### src/rtl/fc_pkg.sv
// fc_pkg: shared widths, FSM state encoding and the saturating narrow
// helper for the fully-connected layer sequencer.
package fc_pkg;

    localparam int NUM_INPUTS  = 225;
    localparam int NUM_OUTPUTS = 10;
    localparam int DATA_W      = 22;
    localparam int WEIGHT_W    = 16;
    localparam int BIAS_W      = 32;
    localparam int ACC_W       = 48;
    localparam int RES_W       = 32;

    localparam int PROD_W   = DATA_W + WEIGHT_W;
    localparam int RD_IDX_W = 8;
    localparam int W_ADDR_W = $clog2(NUM_INPUTS * NUM_OUTPUTS);
    localparam int NEURON_W = $clog2(NUM_OUTPUTS);

    // Signed RES_W limits expressed at accumulator width for comparison.
    localparam logic signed [ACC_W-1:0] RES_MAX_EXT =
        {{(ACC_W-RES_W+1){1'b0}}, {(RES_W-1){1'b1}}};
    localparam logic signed [ACC_W-1:0] RES_MIN_EXT =
        {{(ACC_W-RES_W+1){1'b1}}, {(RES_W-1){1'b0}}};

    typedef enum logic [2:0] {
        ST_IDLE   = 3'd0,
        ST_LOAD   = 3'd1,
        ST_MAC    = 3'd2,
        ST_DRAIN  = 3'd3,
        ST_OUTPUT = 3'd4,
        ST_DONE   = 3'd5
    } fc_state_e;

    // Clamp a signed accumulator value into the signed RES_W range.
    function automatic logic [RES_W-1:0] sat_narrow(input logic [ACC_W-1:0] val);
        logic signed [ACC_W-1:0] sval;
        logic [RES_W-1:0]        res;
        sval = $signed(val);
        if (sval > RES_MAX_EXT) begin
            res = {1'b0, {(RES_W-1){1'b1}}};
        end else if (sval < RES_MIN_EXT) begin
            res = {1'b1, {(RES_W-1){1'b0}}};
        end else begin
            res = val[RES_W-1:0];
        end
        return res;
    endfunction

endpackage

### src/rtl/fc_layer_sequencer_mac.sv
// fc_mac: signed multiply-accumulate datapath. The accumulator can be
// cleared, loaded with a bias, or advanced by one full-precision product.
// acc_next exposes the value the register takes on the coming edge so the
// caller can capture a result in the same cycle as the final accumulate.
module fc_mac
    import fc_pkg::*;
(
    input  logic              clk,
    input  logic              rst,
    input  logic              clr,
    input  logic              load,
    input  logic              acc_en,
    input  logic [ACC_W-1:0]  load_val,
    input  logic [DATA_W-1:0] a,
    input  logic [WEIGHT_W-1:0] b,
    output logic [ACC_W-1:0]  acc_next
);

    logic [PROD_W-1:0] a_ext_s;
    logic [PROD_W-1:0] b_ext_s;
    logic [PROD_W-1:0] prod_s;
    logic [ACC_W-1:0]  prod_ext_s;
    logic [ACC_W-1:0]  acc_r;
    logic [ACC_W-1:0]  acc_nxt_s;

    // Sign-extend operands to product width; the low PROD_W bits of the
    // unsigned product equal the exact signed product.
    assign a_ext_s    = {{WEIGHT_W{a[DATA_W-1]}}, a};
    assign b_ext_s    = {{DATA_W{b[WEIGHT_W-1]}}, b};
    assign prod_s     = a_ext_s * b_ext_s;
    assign prod_ext_s = {{(ACC_W-PROD_W){prod_s[PROD_W-1]}}, prod_s};

    // Select the accumulator update: clear wins over load, load over accumulate.
    always_comb begin
        acc_nxt_s = acc_r;
        if (clr) begin
            acc_nxt_s = {ACC_W{1'b0}};
        end else if (load) begin
            acc_nxt_s = load_val;
        end else if (acc_en) begin
            acc_nxt_s = acc_r + prod_ext_s;
        end else begin
            acc_nxt_s = acc_r;
        end
    end

    // Accumulator register.
    always_ff @(posedge clk or posedge rst) begin
        if (rst) begin
            acc_r <= {ACC_W{1'b0}};
        end else begin
            acc_r <= acc_nxt_s;
        end
    end

    assign acc_next = acc_nxt_s;

endmodule

### src/rtl/fc_layer_sequencer.sv
// fc_layer_sequencer: walks every (neuron, input) pair of a fully-connected
// layer over the flatten buffer, accumulates bias + sum(data*weight),
// saturates and hands each neuron result downstream on valid/ready.
// Build option: define FC_RELU_EN to clamp negative results to zero.
module fc_layer_sequencer
    import fc_pkg::*;
(
    input  logic                clk,
    input  logic                rst,
    input  logic                i_start,
    input  logic                i_buffer_full,
    output logic [RD_IDX_W-1:0] o_rd_idx,
    input  logic [DATA_W-1:0]   i_rd_data,
    output logic [W_ADDR_W-1:0] o_w_addr,
    input  logic [WEIGHT_W-1:0] i_weight,
    output logic [NEURON_W-1:0] o_neuron_idx,
    input  logic [BIAS_W-1:0]   i_bias,
    output logic [RES_W-1:0]    o_result,
    output logic                o_result_valid,
    input  logic                i_result_ready,
    output logic                o_busy,
    output logic                o_done
);

    localparam logic [RD_IDX_W-1:0] LAST_IDX    = RD_IDX_W'(NUM_INPUTS - 1);
    localparam logic [NEURON_W-1:0] LAST_NEURON = NEURON_W'(NUM_OUTPUTS - 1);
    localparam logic [W_ADDR_W-1:0] ROW_STRIDE  = W_ADDR_W'(NUM_INPUTS);

    fc_state_e           state_r;
    logic [RD_IDX_W-1:0] rd_idx_r;
    logic [W_ADDR_W-1:0] w_addr_r;
    logic [NEURON_W-1:0] neuron_r;
    logic [RES_W-1:0]    result_r;
    logic                result_valid_r;
    logic                busy_r;
    logic                done_r;

    logic                mac_load_s;
    logic                mac_clr_s;
    logic                mac_en_s;
    logic [ACC_W-1:0]    bias_ext_s;
    logic [ACC_W-1:0]    acc_nxt_s;
    logic [RES_W-1:0]    sat_s;
    logic [RES_W-1:0]    res_s;
    logic [W_ADDR_W-1:0] row_base_s;

    assign bias_ext_s = {{(ACC_W-BIAS_W){i_bias[BIAS_W-1]}}, i_bias};
    assign row_base_s = W_ADDR_W'(neuron_r) * ROW_STRIDE;

    // Accumulator controls: the first MAC cycle has no operand pair yet,
    // and DRAIN folds in the product of the last address.
    always_comb begin
        mac_load_s = 1'b0;
        mac_clr_s  = 1'b0;
        mac_en_s   = 1'b0;
        case (state_r)
            ST_LOAD:  mac_load_s = 1'b1;
            ST_MAC:   mac_en_s   = (rd_idx_r != {RD_IDX_W{1'b0}});
            ST_DRAIN: mac_en_s   = 1'b1;
            ST_DONE:  mac_clr_s  = 1'b1;
            default:  mac_en_s   = 1'b0;
        endcase
    end

    fc_mac u_mac (
        .clk      (clk),
        .rst      (rst),
        .clr      (mac_clr_s),
        .load     (mac_load_s),
        .acc_en   (mac_en_s),
        .load_val (bias_ext_s),
        .a        (i_rd_data),
        .b        (i_weight),
        .acc_next (acc_nxt_s)
    );

    // Saturate the final accumulator value and optionally rectify it.
    always_comb begin
        sat_s = sat_narrow(acc_nxt_s);
        res_s = sat_s;
`ifdef FC_RELU_EN
        if (sat_s[RES_W-1]) begin
            res_s = {RES_W{1'b0}};
        end else begin
            res_s = sat_s;
        end
`endif
    end

    // Sequencer FSM with registered addresses, handshake and status outputs.
    always_ff @(posedge clk or posedge rst) begin
        if (rst) begin
            state_r        <= ST_IDLE;
            rd_idx_r       <= {RD_IDX_W{1'b0}};
            w_addr_r       <= {W_ADDR_W{1'b0}};
            neuron_r       <= {NEURON_W{1'b0}};
            result_r       <= {RES_W{1'b0}};
            result_valid_r <= 1'b0;
            busy_r         <= 1'b0;
            done_r         <= 1'b0;
        end else begin
            case (state_r)
                ST_IDLE: begin
                    if (i_start && i_buffer_full) begin
                        state_r <= ST_LOAD;
                        busy_r  <= 1'b1;
                    end
                end
                ST_LOAD: begin
                    rd_idx_r <= {RD_IDX_W{1'b0}};
                    w_addr_r <= row_base_s;
                    state_r  <= ST_MAC;
                end
                ST_MAC: begin
                    // Addresses stop at the last element; DRAIN consumes it.
                    if (rd_idx_r == LAST_IDX) begin
                        state_r <= ST_DRAIN;
                    end else begin
                        rd_idx_r <= rd_idx_r + 8'd1;
                        w_addr_r <= w_addr_r + 12'd1;
                    end
                end
                ST_DRAIN: begin
                    result_r       <= res_s;
                    result_valid_r <= 1'b1;
                    state_r        <= ST_OUTPUT;
                end
                ST_OUTPUT: begin
                    if (i_result_ready) begin
                        result_valid_r <= 1'b0;
                        if (neuron_r == LAST_NEURON) begin
                            state_r <= ST_DONE;
                            busy_r  <= 1'b0;
                            done_r  <= 1'b1;
                        end else begin
                            neuron_r <= neuron_r + 4'd1;
                            state_r  <= ST_LOAD;
                        end
                    end
                end
                ST_DONE: begin
                    done_r   <= 1'b0;
                    neuron_r <= {NEURON_W{1'b0}};
                    state_r  <= ST_IDLE;
                end
                default: begin
                    state_r <= ST_IDLE;
                end
            endcase
        end
    end

    assign o_rd_idx       = rd_idx_r;
    assign o_w_addr       = w_addr_r;
    assign o_neuron_idx   = neuron_r;
    assign o_result       = result_r;
    assign o_result_valid = result_valid_r;
    assign o_busy         = busy_r;
    assign o_done         = done_r;

endmodule
### config.mk
export PLATFORM = sky130hd
export DESIGN_NAME = fc_layer_sequencer
export DESIGN_NICKNAME = d
export VERILOG_FILES = /design/src/rtl/fc_pkg.sv /design/src/rtl/fc_layer_sequencer_mac.sv /design/src/rtl/fc_layer_sequencer.sv
export SDC_FILE = /design/constraint.sdc
export NUM_CORES = 1
export LEC_CHECK = 0
export ABC_AREA = 1
export CAP_MARGIN = 5
export CORE_ASPECT_RATIO = 1.2
export CORE_MARGIN = 4
export CORE_UTILIZATION = 55
export DETAILED_ROUTE_END_ITERATION = 10
export DONT_BUFFER_PORTS = 1
export GPL_ROUTABILITY_DRIVEN = 0
export GPL_TIMING_DRIVEN = 0
export HOLD_SLACK_MARGIN = 0.05
export PLACE_DENSITY = 0.71
export RECOVER_POWER = 50
export SLEW_MARGIN = 10
export SYNTH_ARGS = -nofsm -noshare
export SYNTH_HDL_FRONTEND = slang
export SYNTH_HIERARCHICAL = 1
export SYNTH_SLANG_ARGS = --single-unit
### constraint.sdc
create_clock -name clk -period 6.46 [get_ports clk]
set_input_delay 0.969 -clock clk [delete_from_list [all_inputs] [get_ports clk]]
set_output_delay 0.969 -clock clk [all_outputs]
set_load 0.02 [all_outputs]
-- After elaboration in Yosys (flattened, before gate mapping)
Index checks and enable logic that the tools add are counted.
- register bits: 110
- output and inout bits: 59
- word-level logic and storage cells: 72
- $add $sub $neg: 4
- multiply operators: 2
- magnitude comparators: 2
- eq/ne operators: 13
- multiplexer cells: 29
- reductions and logical operators: 13
- operators by type and width (kind ; count):
    two-way mux 48 bit ; 3
    two-way mux 32 bit ; 2
    adder 48 bit ; 1
    greater-than comparator 48 x 32 -> 1 bit (second input constant) ; 1
    < comparator 48 x 32 -> 1 bit (second input constant) ; 1
    multiplier 22 x 16 -> 38 bit ; 1
    case mux 12 bit (2 select lines) ; 1
    case mux 8 bit (2 select lines) ; 1
    case mux 3 bit (5 select lines) ; 1
    adder 12 x 1 -> 12 bit (second input constant) ; 1
    multiplier 4 x 8 -> 12 bit (second input constant) ; 1
    two-way mux 12 bit ; 1
    two-way mux 3 bit ; 4
    != test 2 bit (second input constant) ; 6
    AND reduction 3 bit ; 3
    adder 8 x 1 -> 8 bit (second input constant) ; 1
    equality test 8 bit (second input constant) ; 1
    two-way mux 1 bit ; 8
    two-way mux 4 bit ; 2
    two-way mux 8 bit ; 1
    case mux 1 bit (2 select lines) ; 4
    case mux 4 bit (2 select lines) ; 1
    nonzero test 2 bit ; 4
    nonzero test 8 bit ; 1
    9 further kinds ; 12

-- Logic depth before layout (Yosys ltp)
- depth in word-level cells: 8
- mapped depth: 54
- mapped depth without buffers: 51

-- Hierarchy
Netlist, hierarchy kept.
- by module, submodules not included (module ; instances ; cells an instance ; area an instance (µm²)):
    fc_mac ; 1 ; 2635 ; 19073.3
    fc_layer_sequencer ; 1 ; 526 ; 3714.8

-- Least setup slack after synthesis
OpenSTA, ideal clock, no wires.
- kind: input-to-reg
- start point: in i_rd_data[9]
- end point: reg result_r[0], in the netlist o_result[0]
- arrival: 8526 ps
- data required time: 6394 ps
- path slack: -2132 ps
- cell stages on the path: 47
- path buffers: 3
- cells stage by stage: clkbuf_1 clkbuf_1 nand2_1 fa_1 inv_1 fa_1 inv_1 fa_1 inv_1 fa_1 fa_1 inv_1 fa_1 inv_1 ha_1 a21oi_1 o21ai_1 o21bai_2 [... 11 more ...] a21boi_1 nor2_1 nor2_1 nand3_2 a21oi_1 inv_1 nand2_1 nand3_1 a21oi_1 nand2_1 nor2_1 nand2_1 o21ai_1 buf_2 nand2_1 nand2_1 nand2_1 nand2_1
- cells in the longest elaborated chain, start to end: 8
- elaborated cells between the ends (all ways): 9
- classes of those cells: add/sub (1); mul (1); order compare (2); mux (5)
- RTL lines (item ; RTL line ; text):
    start: declaration ; fc_layer_sequencer.sv:13 ; input logic [DATA_W-1:0] i_rd_data,
    multiplier 22 x 16 -> 38 bit (*) ; fc_layer_sequencer_mac.sv:30 ; assign prod_s = a_ext_s * b_ext_s;
    adder 48 bit (*) ; fc_layer_sequencer_mac.sv:41 ; acc_nxt_s = acc_r + prod_ext_s;
    two-way mux 48 bit (*) ; fc_layer_sequencer_mac.sv:40 ; end else if (acc_en) begin
    two-way mux 48 bit (*) ; fc_layer_sequencer_mac.sv:38 ; end else if (load) begin
    two-way mux 48 bit (*) ; fc_layer_sequencer_mac.sv:36 ; if (clr) begin
    via acc_nxt_s[44] ; fc_layer_sequencer.sv:42 ; logic [ACC_W-1:0] acc_nxt_s;
    < comparator 48 x 32 -> 1 bit ; fc_pkg.sv:40 ; end else if (sval < RES_MIN_EXT) begin
    two-way mux 32 bit ; fc_pkg.sv:40 ;
    two-way mux 32 bit (*) ; fc_pkg.sv:38 ; if (sval > RES_MAX_EXT) begin
    end signal: assignment ; fc_layer_sequencer.sv:97 ; result_r <= {RES_W{1'b0}};
    end signal: assignment ; fc_layer_sequencer.sv:124 ; result_r <= res_s;
    end: declaration ; fc_layer_sequencer.sv:33 ; logic [RES_W-1:0] result_r;
Mark *: on every way through the listed nets, which the timed path passes. The rest lies on a longest branch.
A chain may end at the register's enable or synchronous reset.

-- Final worst setup path
- start point: in i_rd_data[10]
- end point: reg result_r[11], in the netlist o_result[11]
The elaborated chain is that of the path after synthesis.

==> flow_metrics.py <==
metrics = {
    "floorplan": {
        "coreArea_sq_um": 40800,
        "rows": 81,
        "num_io_pins": 134,
        "die_w_um": 194,
        "start_util_pct": 55.8,
        "die-area_sq_um": 44800,
        "dieHeight_um": 231,
    },
    "sta": {
        "hold_violations": 0,
        "setup_viol": 70,
        "layout_min_cycle_time_ns": 9.01,
        "timing.hold.ws_ns": 0.450,
        "fin_skew_ns": 0.0130,
        "min_period_over_period_pct": 140,
        "rsz0062_at_grt": "yes",
        "drv_slew": 104,
        "setup_slack_ns": -2.55,
        "fmaxAchievable_mhz": 111,
        "slew_headroom_pct": -79.6,
        "tightest_slew_ns": 2.68,
    },
    "setup_path": {
        "crit_fanout": 7,
        "cp_data_arrival_time_ns": 9.32,
        "worst_path_largest_cell_delay_ns": 0.58,
        "path_class": "input port to register",
        "critPathCaptureType": "register",
        "cp-start-kind": "input port",
        "required_ns": 6.77,
        "cp_slowest_cell": "fa_2",
    },
    "status": {
        "violations": "capacitance limit, slew limit, setup timing",
        "status": "complete, but fails checks",
    },
    "final_layout": {
        "area_growth_pct": 25.6,
        "fill_cells": 3098,
        "fin_nets": 3910,
        "drive_above_1_share_pct": 24.3,
        "fin_area_sq_um": 28600,
        "final_cell_count_no_fill": 3874,
    },
    "detailed_routing": {
        "drc": 0,
        "wl_per_cell_um": 21.2,
        "ant_nets": 0,
        "first_iter_violations": 1800,
        "finalWirelength_um": 81900,
        "drt-vias-per-instance": 5.82,
        "first_pass_iters": 7,
        "vias": 22600,
    },
    "cts": {
        "tritoncts": "done",
        "clkTransAtPathRegs_ns": 0.07,
        "ctsRootBufferMaster": "clkbuf_16",
        "hold_buffers": 0,
        "cts.sinks": 110,
        "clock_path_buffers": 2,
        "cts_inserted_buffers": 9,
        "h-tree-depth": 3,
        "insertion_delay_ns": 0.37,
    },
    "placement": {
        "dp_hpwl_um": 59300,
        "placed_area_sq_um": 24400,
        "place.port_buffers": 0,
        "dpl.cell_count": 3701,
    },
    "synthesis": {
        "synth_largest_area_cell": "fa_1",
        "syn_area_per_cell_sq_um": 7.21,
        "ys_seq_area_share_pct": 12.1,
        "syn_inst": 3161,
        "syn_area_sq_um": 22800,
        "synth_edf_count": 0,
        "synthTopCellsByArea": "fa_1 (31%), nand2_1 (14%), dfrtp_1 (12%), inv_1 (12%), ha_1 (8.6%)",
        "yosysTopAreaCellShare_pct": 30.7,
        "ys_async_sr_fraction_pct": 100,
        "ys_types": 53,
        "ys.flop_type": "dfrtp_1",
        "synth-seq-cells": 110,
        "synth_fp_nets": 3743,
        "yosys_warnings": 6,
    },
    "worst_hold_path": {
        "hold_class": "input port to async pin",
    },
    "grt": {
        "grt_max_degree": 63,
        "grt_pass1_wl_um": 118000,
        "grt_overflow": 0,
        "antenna_found_initial": 8,
        "track_usage_pct": 32.8,
        "grt_pass1_vias": 22700,
    },
    "job": {
        "max-cap-violations": 2,
    },
}
## Yosys cell counts (all sizes together) (2+ instances only)
master / number
o221ai: 2
or2: 10
fa: 350
o22ai: 2
and2: 2
buf: 25
xor2: 38
nand2: 864
dfrtp: 110
a21boi: 3
nor4: 8
nand3: 99
nor2: 199
ha: 157
clkbuf: 87
a211oi: 2
a21oi: 188
o211ai: 5
nand4: 23
o21a: 4
a31oi: 14
o21ai: 143
nand3b: 9
a21o: 12
nor3: 13
inv: 740
xnor2: 20
o21bai: 27
## registers in the layout, indices dropped and copies added (netlist names)
| signal | cells |
|---|---|
| o_neuron_idx | 4 |
| o_result_valid | 1 |
| o_rd_idx | 8 |
| state_r | 3 |
| o_result | 32 |
| o_busy | 1 |
| o_w_addr | 12 |
| u_mac/acc_r | 48 |
| o_done | 1 |
## cells by family after synthesis
logic type                 synth area share [%]
DFF                                        12.1
buffers and inverters                      14.2
AOI/OAI and AO/OA                          9.96
xor gates and xnor gates                   2.23
adders and majority gates                  39.4
and+or+nand+nor                            22.2
## critical path, delay by kind of cell
kind	cells	cell delay [ns]
fa+ha+maj	8	3.61
buf+inv	10	1.12
compound gates	6	1.38
xor+xnor	1	0.24
simple gates	20	1.98
## per-layer routing
| layer | vias to the layer above | routed length (um) | global-route usage [%] |
|---|---|---|---|
| met5 | - | 25 | 0 |
| met4 | 4 | 8200 | 22.0 |
| met3 | 546 | 7430 | 5.72 |
| met2 | 1423 | 38900 | 57.6 |
| met1 | 10800 | 27400 | 36.7 |
| li1 | 9819 | - | - |
## cell type report
class | count | area [sq um] | area share (%)
clock inverters | 4 | 31.3 | 0.109
flip-flops and latches | 110 | 2750 | 9.62
clock buffers | 12 | 246 | 0.861
diodes | 2 | 5.00 | 0.0175
inverters | 741 | 2800 | 9.78
well taps | 539 | 674 | 2.36
plain buffers | 112 | 1120 | 3.93
multi-input cells | 2199 | 19600 | 68.5
repair buffers | 155 | 1380 | 4.82
## metrics by stage
step | worst slack, ns | setup TNS [ns] | util, %
floorplan | -1.64 | -71.65 | -
global placement | -3.42 | -170.90 | 59.7
detailed placement | -3.53 | -177.86 | 59.8
CTS | -2.12 | -98.26 | 65.8
global route | -2.88 | -142.08 | 70.1
finish | -2.55 | -124.47 | 70.1
## placed cells by master, fill, tap and decap left out, types with 9 or more instances in the layout
| cell type | Yosys | routed |
|---|---|---|
| a21oi_1 | 175 | 98 |
| buf_8 | 0 | 9 |
| ha_1 | 157 | 100 |
| clkbuf_16 | 0 | 25 |
| nand2_2 | 17 | 80 |
| nand3_1 | 93 | 66 |
| a21o_1 | 12 | 12 |
| o21bai_1 | 24 | 11 |
| nand2_4 | 2 | 31 |
| nand4_1 | 23 | 23 |
| nor2_4 | 3 | 42 |
| nor2_2 | 7 | 36 |
| dfrtp_1 | 110 | 110 |
| fa_2 | 0 | 20 |
| nand3b_1 | 9 | 9 |
| clkbuf_1 | 86 | 32 |
| a21oi_2 | 13 | 72 |
| xor2_2 | 0 | 9 |
| xnor2_1 | 20 | 13 |
| fa_1 | 350 | 330 |
| nand3_2 | 6 | 27 |
| nand2_1 | 845 | 750 |
| clkbuf_8 | 0 | 16 |
| buf_2 | 11 | 13 |
| clkbuf_2 | 1 | 9 |
| a21oi_4 | 0 | 18 |
| o21ai_0 | 116 | 93 |
| o21bai_4 | 0 | 14 |
| xor2_1 | 38 | 27 |
| o21ai_1 | 25 | 27 |
| inv_1 | 725 | 669 |
| buf_6 | 2 | 48 |
| ha_4 | 0 | 49 |
| nor2_1 | 189 | 121 |
| buf_4 | 0 | 112 |
| o21ai_2 | 2 | 18 |
| inv_2 | 15 | 64 |
| clkbuf_4 | 0 | 10 |
## path summary, 6_finish.rpt
check,end,startpoint,depth (start not counted),slack (ns)
worst max-delay path,o_result[11]$_DFFE_PP0P_,i_rd_data[10],45,-2.55
worst min-delay path,u_mac/acc_r[1]$_DFF_PP0_,rst,1,0.45
worst max register to register,o_result[11]$_DFFE_PP0P_,o_rd_idx[0]$_DFFE_PP0P_,21,2.20
worst min register to register,state_r[0]$_DFFE_PP0P_,state_r[0]$_DFFE_PP0P_,3,0.59
max in group asynchronous,u_mac/acc_r[29]$_DFF_PP0_,rst,2,3.62
min in group clk,state_r[0]$_DFFE_PP0P_,state_r[0]$_DFFE_PP0P_,3,0.59
## repair_timing
item,4_1_cts,5_1_grt
resized for setup,326,309
cloned,5,2
setup buffers,80,69
setup endpoints to repair,70,71
pin swaps,128,182
Power is left out: the tool's default activity adds up to more than one toggle a clock period on the data nets, which glitch-free logic cannot reach.
